## config.mk

```make
export PLATFORM = sky130hd
export DESIGN_NAME = regfile_access_ctrl
export DESIGN_NICKNAME = d
export VERILOG_FILES = /design/src/rtl/regfile_access_ctrl.sv
export SDC_FILE = /design/constraint.sdc
export NUM_CORES = 1
export LEC_CHECK = 0
export BUFFER_PORTS_ARGS = -buffer_cell sky130_fd_sc_hd__buf_2
export CORE_ASPECT_RATIO = 1.4
export CORE_MARGIN = 4
export CORE_UTILIZATION = 57
export DETAILED_ROUTE_END_ITERATION = 10
export PLACE_DENSITY_LB_ADDON = 0.08
export REMOVE_ABC_BUFFERS = 1
export SLEW_MARGIN = 40
export SYNTH_ARGS = -nofsm -noshare
export SYNTH_HDL_FRONTEND = slang
export SYNTH_SLANG_ARGS = --single-unit
```

## constraint.sdc

```tcl
create_clock -name clk -period 13.6 [get_ports clk]
set_clock_uncertainty 0.1 [all_clocks]
set_input_delay 0.68 -clock clk [delete_from_list [all_inputs] [get_ports clk]]
set_output_delay 0.68 -clock clk [all_outputs]
set_load 0.005 [all_outputs]
```

## src/rtl/regfile_access_ctrl.sv

```systemverilog
// Register file access controller: issues source-operand reads, captures
// operands for execute, arbitrates ALU and buffered load writebacks onto the
// single register file write port, and stalls issue on pending loads.
module regfile_access_ctrl #(
  parameter int NUM_REGS      = 32,
  parameter int IDX_W         = 5,
  parameter int DATA_W        = 32,
  parameter int LD_FIFO_DEPTH = 2
) (
  input  logic              clk,
  input  logic              rst,
  input  logic              issue_valid,
  output logic              issue_ready,
  input  logic [IDX_W-1:0]  issue_rs1,
  input  logic [IDX_W-1:0]  issue_rs2,
  input  logic [IDX_W-1:0]  issue_rd,
  input  logic              issue_rd_is_load,
  output logic              op_valid,
  input  logic              op_ready,
  output logic [DATA_W-1:0] op_rs1_data,
  output logic [DATA_W-1:0] op_rs2_data,
  input  logic              alu_wb_valid,
  input  logic [IDX_W-1:0]  alu_wb_rd,
  input  logic [DATA_W-1:0] alu_wb_data,
  input  logic              ld_wb_valid,
  output logic              ld_wb_ready,
  input  logic [IDX_W-1:0]  ld_wb_rd,
  input  logic [DATA_W-1:0] ld_wb_data,
  output logic              reg_write,
  output logic [IDX_W-1:0]  write_index,
  output logic [DATA_W-1:0] write_data,
  output logic [IDX_W-1:0]  read_index1,
  output logic [IDX_W-1:0]  read_index2,
  input  logic [DATA_W-1:0] read_data1,
  input  logic [DATA_W-1:0] read_data2
);

  localparam int PTR_W = (LD_FIFO_DEPTH > 1) ? $clog2(LD_FIFO_DEPTH) : 1;
  localparam int CNT_W = $clog2(LD_FIFO_DEPTH + 1);

  logic [NUM_REGS-1:0] pending_r;
  logic [NUM_REGS-1:0] pending_nxt_s;
  logic [IDX_W-1:0]    fifo_rd_r   [LD_FIFO_DEPTH];
  logic [DATA_W-1:0]   fifo_data_r [LD_FIFO_DEPTH];
  logic [PTR_W-1:0]    wr_ptr_r;
  logic [PTR_W-1:0]    rd_ptr_r;
  logic [CNT_W-1:0]    count_r;

  logic              fifo_full_s;
  logic              fifo_empty_s;
  logic              push_s;
  logic              pop_s;
  logic              sel_valid_s;
  logic [IDX_W-1:0]  sel_rd_s;
  logic [DATA_W-1:0] sel_data_s;
  logic              hazard_s;
  logic              accept_s;
  logic [DATA_W-1:0] cap1_s;
  logic [DATA_W-1:0] cap2_s;

  // Full is taken from the registered count, so a pop cannot reopen the
  // input in the same cycle.
  assign fifo_full_s  = (count_r == CNT_W'(LD_FIFO_DEPTH));
  assign fifo_empty_s = (count_r == {CNT_W{1'b0}});
  assign ld_wb_ready  = !fifo_full_s;
  assign push_s       = ld_wb_valid && !fifo_full_s;
  assign pop_s        = !alu_wb_valid && !fifo_empty_s;

  assign read_index1 = issue_rs1;
  assign read_index2 = issue_rs2;

  // Write port arbitration: ALU results always win, buffered loads fill idle cycles.
  always_comb begin
    sel_valid_s = 1'b0;
    sel_rd_s    = {IDX_W{1'b0}};
    sel_data_s  = {DATA_W{1'b0}};
    if (alu_wb_valid) begin
      sel_valid_s = 1'b1;
      sel_rd_s    = alu_wb_rd;
      sel_data_s  = alu_wb_data;
    end else if (!fifo_empty_s) begin
      sel_valid_s = 1'b1;
      sel_rd_s    = fifo_rd_r[rd_ptr_r];
      sel_data_s  = fifo_data_r[rd_ptr_r];
    end else begin
      sel_valid_s = 1'b0;
    end
  end

  // Writes to x0 are consumed but never reach the register file; nothing is
  // written while reset is held.
  assign reg_write   = !rst && sel_valid_s && (sel_rd_s != {IDX_W{1'b0}});
  assign write_index = sel_rd_s;
  assign write_data  = sel_data_s;

  assign hazard_s = (pending_r[issue_rs1] && (issue_rs1 != {IDX_W{1'b0}})) ||
                    (pending_r[issue_rs2] && (issue_rs2 != {IDX_W{1'b0}})) ||
                    (issue_rd_is_load && pending_r[issue_rd]);
  assign issue_ready = (!op_valid || op_ready) && !hazard_s;
  assign accept_s    = issue_valid && issue_ready;

  // Operand selection: x0 reads zero, a same-cycle write is forwarded ahead
  // of the (not yet updated) register file.
  always_comb begin
    if (issue_rs1 == {IDX_W{1'b0}}) begin
      cap1_s = {DATA_W{1'b0}};
    end else if (reg_write && (write_index == issue_rs1)) begin
      cap1_s = write_data;
    end else begin
      cap1_s = read_data1;
    end
    if (issue_rs2 == {IDX_W{1'b0}}) begin
      cap2_s = {DATA_W{1'b0}};
    end else if (reg_write && (write_index == issue_rs2)) begin
      cap2_s = write_data;
    end else begin
      cap2_s = read_data2;
    end
  end

  // Scoreboard next state: clear on load writeback pop, set on accepted load issue.
  always_comb begin
    pending_nxt_s = pending_r;
    if (pop_s) begin
      pending_nxt_s[fifo_rd_r[rd_ptr_r]] = 1'b0;
    end else begin
      pending_nxt_s = pending_nxt_s;
    end
    if (accept_s && issue_rd_is_load && (issue_rd != {IDX_W{1'b0}})) begin
      pending_nxt_s[issue_rd] = 1'b1;
    end else begin
      pending_nxt_s = pending_nxt_s;
    end
    pending_nxt_s[0] = 1'b0;
  end

  // Load writeback FIFO storage, pointers, occupancy and scoreboard state.
  always_ff @(posedge clk or posedge rst) begin
    if (rst) begin
      pending_r <= {NUM_REGS{1'b0}};
      wr_ptr_r  <= {PTR_W{1'b0}};
      rd_ptr_r  <= {PTR_W{1'b0}};
      count_r   <= {CNT_W{1'b0}};
      for (int i = 0; i < LD_FIFO_DEPTH; i++) begin
        fifo_rd_r[i]   <= {IDX_W{1'b0}};
        fifo_data_r[i] <= {DATA_W{1'b0}};
      end
    end else begin
      pending_r <= pending_nxt_s;
      if (push_s) begin
        fifo_rd_r[wr_ptr_r]   <= ld_wb_rd;
        fifo_data_r[wr_ptr_r] <= ld_wb_data;
        wr_ptr_r <= (wr_ptr_r == PTR_W'(LD_FIFO_DEPTH - 1)) ? {PTR_W{1'b0}} : wr_ptr_r + PTR_W'(1);
      end
      if (pop_s) begin
        rd_ptr_r <= (rd_ptr_r == PTR_W'(LD_FIFO_DEPTH - 1)) ? {PTR_W{1'b0}} : rd_ptr_r + PTR_W'(1);
      end
      case ({push_s, pop_s})
        2'b10:   count_r <= count_r + CNT_W'(1);
        2'b01:   count_r <= count_r - CNT_W'(1);
        default: count_r <= count_r;
      endcase
    end
  end

  // Operand capture register: load on accept, hold while stalled, drain when consumed.
  always_ff @(posedge clk or posedge rst) begin
    if (rst) begin
      op_valid    <= 1'b0;
      op_rs1_data <= {DATA_W{1'b0}};
      op_rs2_data <= {DATA_W{1'b0}};
    end else if (accept_s) begin
      op_valid    <= 1'b1;
      op_rs1_data <= cap1_s;
      op_rs2_data <= cap2_s;
    end else if (op_ready) begin
      op_valid <= 1'b0;
    end
  end

endmodule

```

==> flow_summary.yaml <==
critical_path:
  cp_slowest_cell: "buf_4"
  critPathBufInv: 5
  worst-setup-path-type: "flip-flop to primary output"
  cp_cell_sequence: "buf_4 -> mux2i_1 -> o21ai_1 -> nor2_1 -> a311o_2 -> buf_4 -> inv_2 -> buf_4 -> buf_2"
  path_common_cell: "buf_4"
  crit_path_start_kind: "flip-flop"
  cp_data_arrival_time_ns: 4.14
  cp_slowest_stage_delay_ns: 0.66
  critical_path_cell_count: 9
  endpoint_kind: "primary output"
  rr_worst_depth: 10
  cp.required_ns: 12.82
  critPathMaxFanout: 65
  critical_path.top_delay_family: "buffers and inverters"
power:
  sequentialPowerShare_pct: 35.9
  p_clk_share_pct: 19.4
  power.density_cell_area_mw_per_mm2: 221
  swShare_pct: 40.2
  irDropWorstVdd_uv: 105
  power_frac_comb_pct: 44.7
  cell_internal_pwr_mw: 1.59
  switching_power_mw: 1.07
  standby_leakage_power_nw: 5.24
cts:
  cts_hold_repair.buffers: 0
  clock_sink_count: 174
  cts_htree_levels: 4
  clock_transition_at_the_register_clock_pins_on_the_worst_setup_and_hold_paths_after_cts_ns: 0.07
  cts_tree: "done"
  cts_max_path_buffers: 2
  insertion_delay_ns: 0.43
  cts-buffers-inserted: 17
  post-cts-setup-buffer-count: 0
  clock_root_buffer: "clkbuf_16"
  postCtsResizedCells: 0
logic_synthesis:
  synth_cells: 957
  synth_area_leaders: "dfrtp_1, o41ai_1, mux2_2"
  average_instance_area_after_synthesis_sq_um: 10.5
  yosys_warnings: 0
  yosys-top-cells-count: "dfrtp_1, o41ai_1, clkbuf_1"
  synth.lib_cells_used.distinct: 47
  seq_cells_post_synth: 174
  yosys.cell_count.top_type: "dfrtp_1"
  yosys.area.top_type_share_pct: 43.5
  synth_area_sq_mm: 0.0100
  asyncSetResetFlopFracSynth_pct: 100
  synth-main-ff-cell: "dfrtp_1"
  synth.yosys.seq_area_share_pct: 43.5
  synth_top_area_cell: "dfrtp_1"
  synth_enable_flop_cells: 0
cells_and_area:
  layout.nets: 1317
  drive_above_1_share_pct: 38.4
  synthToLayoutAreaGrowth_pct: 20.3
  design_area_sq_mm: 0.0120
  layout.filler_cells: 1418
timing:
  fmaxAchievable_mhz: 203
  tns_ns: 0
  rsz0062_at_grt: "false"
  worst_slew_margin_rel_pct: 37.2
  tightestPinTransition_ns: 0.943
  finalHoldViolations: 0
  timing.final.setup_violations: 0
  fin_hold_ws_ns: 0.199
  slew_viol_final: 0
  post-route-period-util_pct: 36.1
  finalCriticalPeriod_ns: 4.92
global_routing:
  grt_pass1_wl_mm: 52.3
  grt_antenna_before_repair: 8
  gr-usage-all-layers_pct: 34.1
  grt_remaining_overflow: 0
  grt_start_max_net_pins: 111
  grt_pass1_vias: 9501
route:
  drt-pass1-iter-count: 6
  remaining_drc_errors: 0
  routed-via-count: 9675
  detail_route.wl_per_cell_um: 24.4
  route.detailed.vias_per_inst: 6.86
  drt.antenna.violating_nets: 0
  wirelength_mm: 34.4
  drt_first_iter_violations: 928
floorplan:
  io_pins: 275
  initial_utilization_pct: 57.7
  fp.dieW_um: 120
  fp.dieArea_sq_mm: 0.0198
  num_rows: 57
  core_region_area_sq_mm: 0.0173
  floorplan.die.height_um: 165
placement:
  globalplace.congestion: 0.924
  detailedPlacementHpwl_mm: 22.1
  io_buffers: 274
  detailed_place.area_sq_mm: 0.0114
run:
  drv.max_cap_violation_count: 0
worst_hold_path:
  hold_path_class: "input port to async pin"
run_status:
  run_status: "completed"
registers in the layout, summed over array words and instances (netlist names):
signal and count:
pending_r 31, op_rs1_data 32, count_r 2, rd_ptr_r 1, fifo_data_r 64, wr_ptr_r 1
op_valid 1, op_rs2_data 32, fifo_rd_r 10
final cells by class:
cell class	count	area (sq um)	share of cell area, %
clock buffers	17	425	3.54
flip-flops and latches	174	4360	36.2
repair buffers	293	1530	12.7
inverters	12	57.6	0.478
diodes	5	12.5	0.104
multi-input cells	658	5160	42.9
clock inverters	15	191	1.59
well taps	236	295	2.45
placed cells by master (no fill, tap or decap), types with 6 or more instances in the layout:
cell,Yosys,routed
mux4_2,22,22
o41ai_1,120,120
nand3b_1,7,7
o31ai_1,31,31
o41ai_2,8,8
buf_2,12,274
a21oi_1,70,70
mux2i_1,49,49
nand3_1,7,6
nand2_1,56,55
xnor2_1,10,10
inv_1,11,9
buf_4,10,16
mux2_2,77,77
dfrtp_1,174,173
clkbuf_16,0,17
o21ai_0,76,74
nor2_1,11,8
nor3_1,66,66
inv_6,0,7
cells by family after synthesis:
logic type | after synthesis | share of synthesized area [%]
XOR/XNOR | 11 | 0.963
AO/OA/AOI/OAI | 324 | 22.9
adder cells (fa/ha/maj) | 1 | 0.125
multiplexers | 148 | 18.5
flip-flops | 174 | 43.5
buffers and inverters | 125 | 5.37
AND/OR/NAND/NOR | 174 | 8.63
worst paths after layout:
kind / start / end / slack (ns)
max in group asynchronous: rst / rd_ptr_r / 12.08
max reg2reg: rd_ptr_r / op_rs2_data[30] / 9.37
min: rst / pending_r[24] / 0.20
max: rd_ptr_r / reg_write / 8.68
min in group clk: ld_wb_data[10] / fifo_data_r[42] / 0.39
min reg2reg: op_rs2_data[31] / op_rs2_data[31] / 0.40
power groups by stage:
stage / Combinational [mW] / Clock (mW) / Sequential (mW)
after floorplan: 0.730 / 0 / 0.941
after global placement: 1.15 / 0 / 0.950
after detailed placement: 1.17 / 0 / 0.958
after CTS: 1.18 / 0.519 / 0.952
after global routing: 1.28 / 0.543 / 0.985
final: 1.19 / 0.515 / 0.957
metal layers:
metal | GRT usage [%] | vias up | routed length [um]
met5 | 0 | - | 46
met4 | 17.7 | 8 | 1450
met3 | 7.37 | 133 | 3280
met2 | 56.6 | 692 | 17400
met1 | 42.0 | 4695 | 12200
li1 | - | 4147 | -
through the flow:
stage	power (mW)	setup slack, ns	cells	util [%]
floorplan	1.67	7.82	844	-
global placement	2.10	8.83	1371	65.6
detailed placement	2.13	8.82	1373	65.8
CTS	2.65	8.74	1405	69.3
global route	2.81	8.53	1409	69.4
finish	2.66	8.68	1410	69.4
Note: power is estimated with default switching activity, not from simulation.
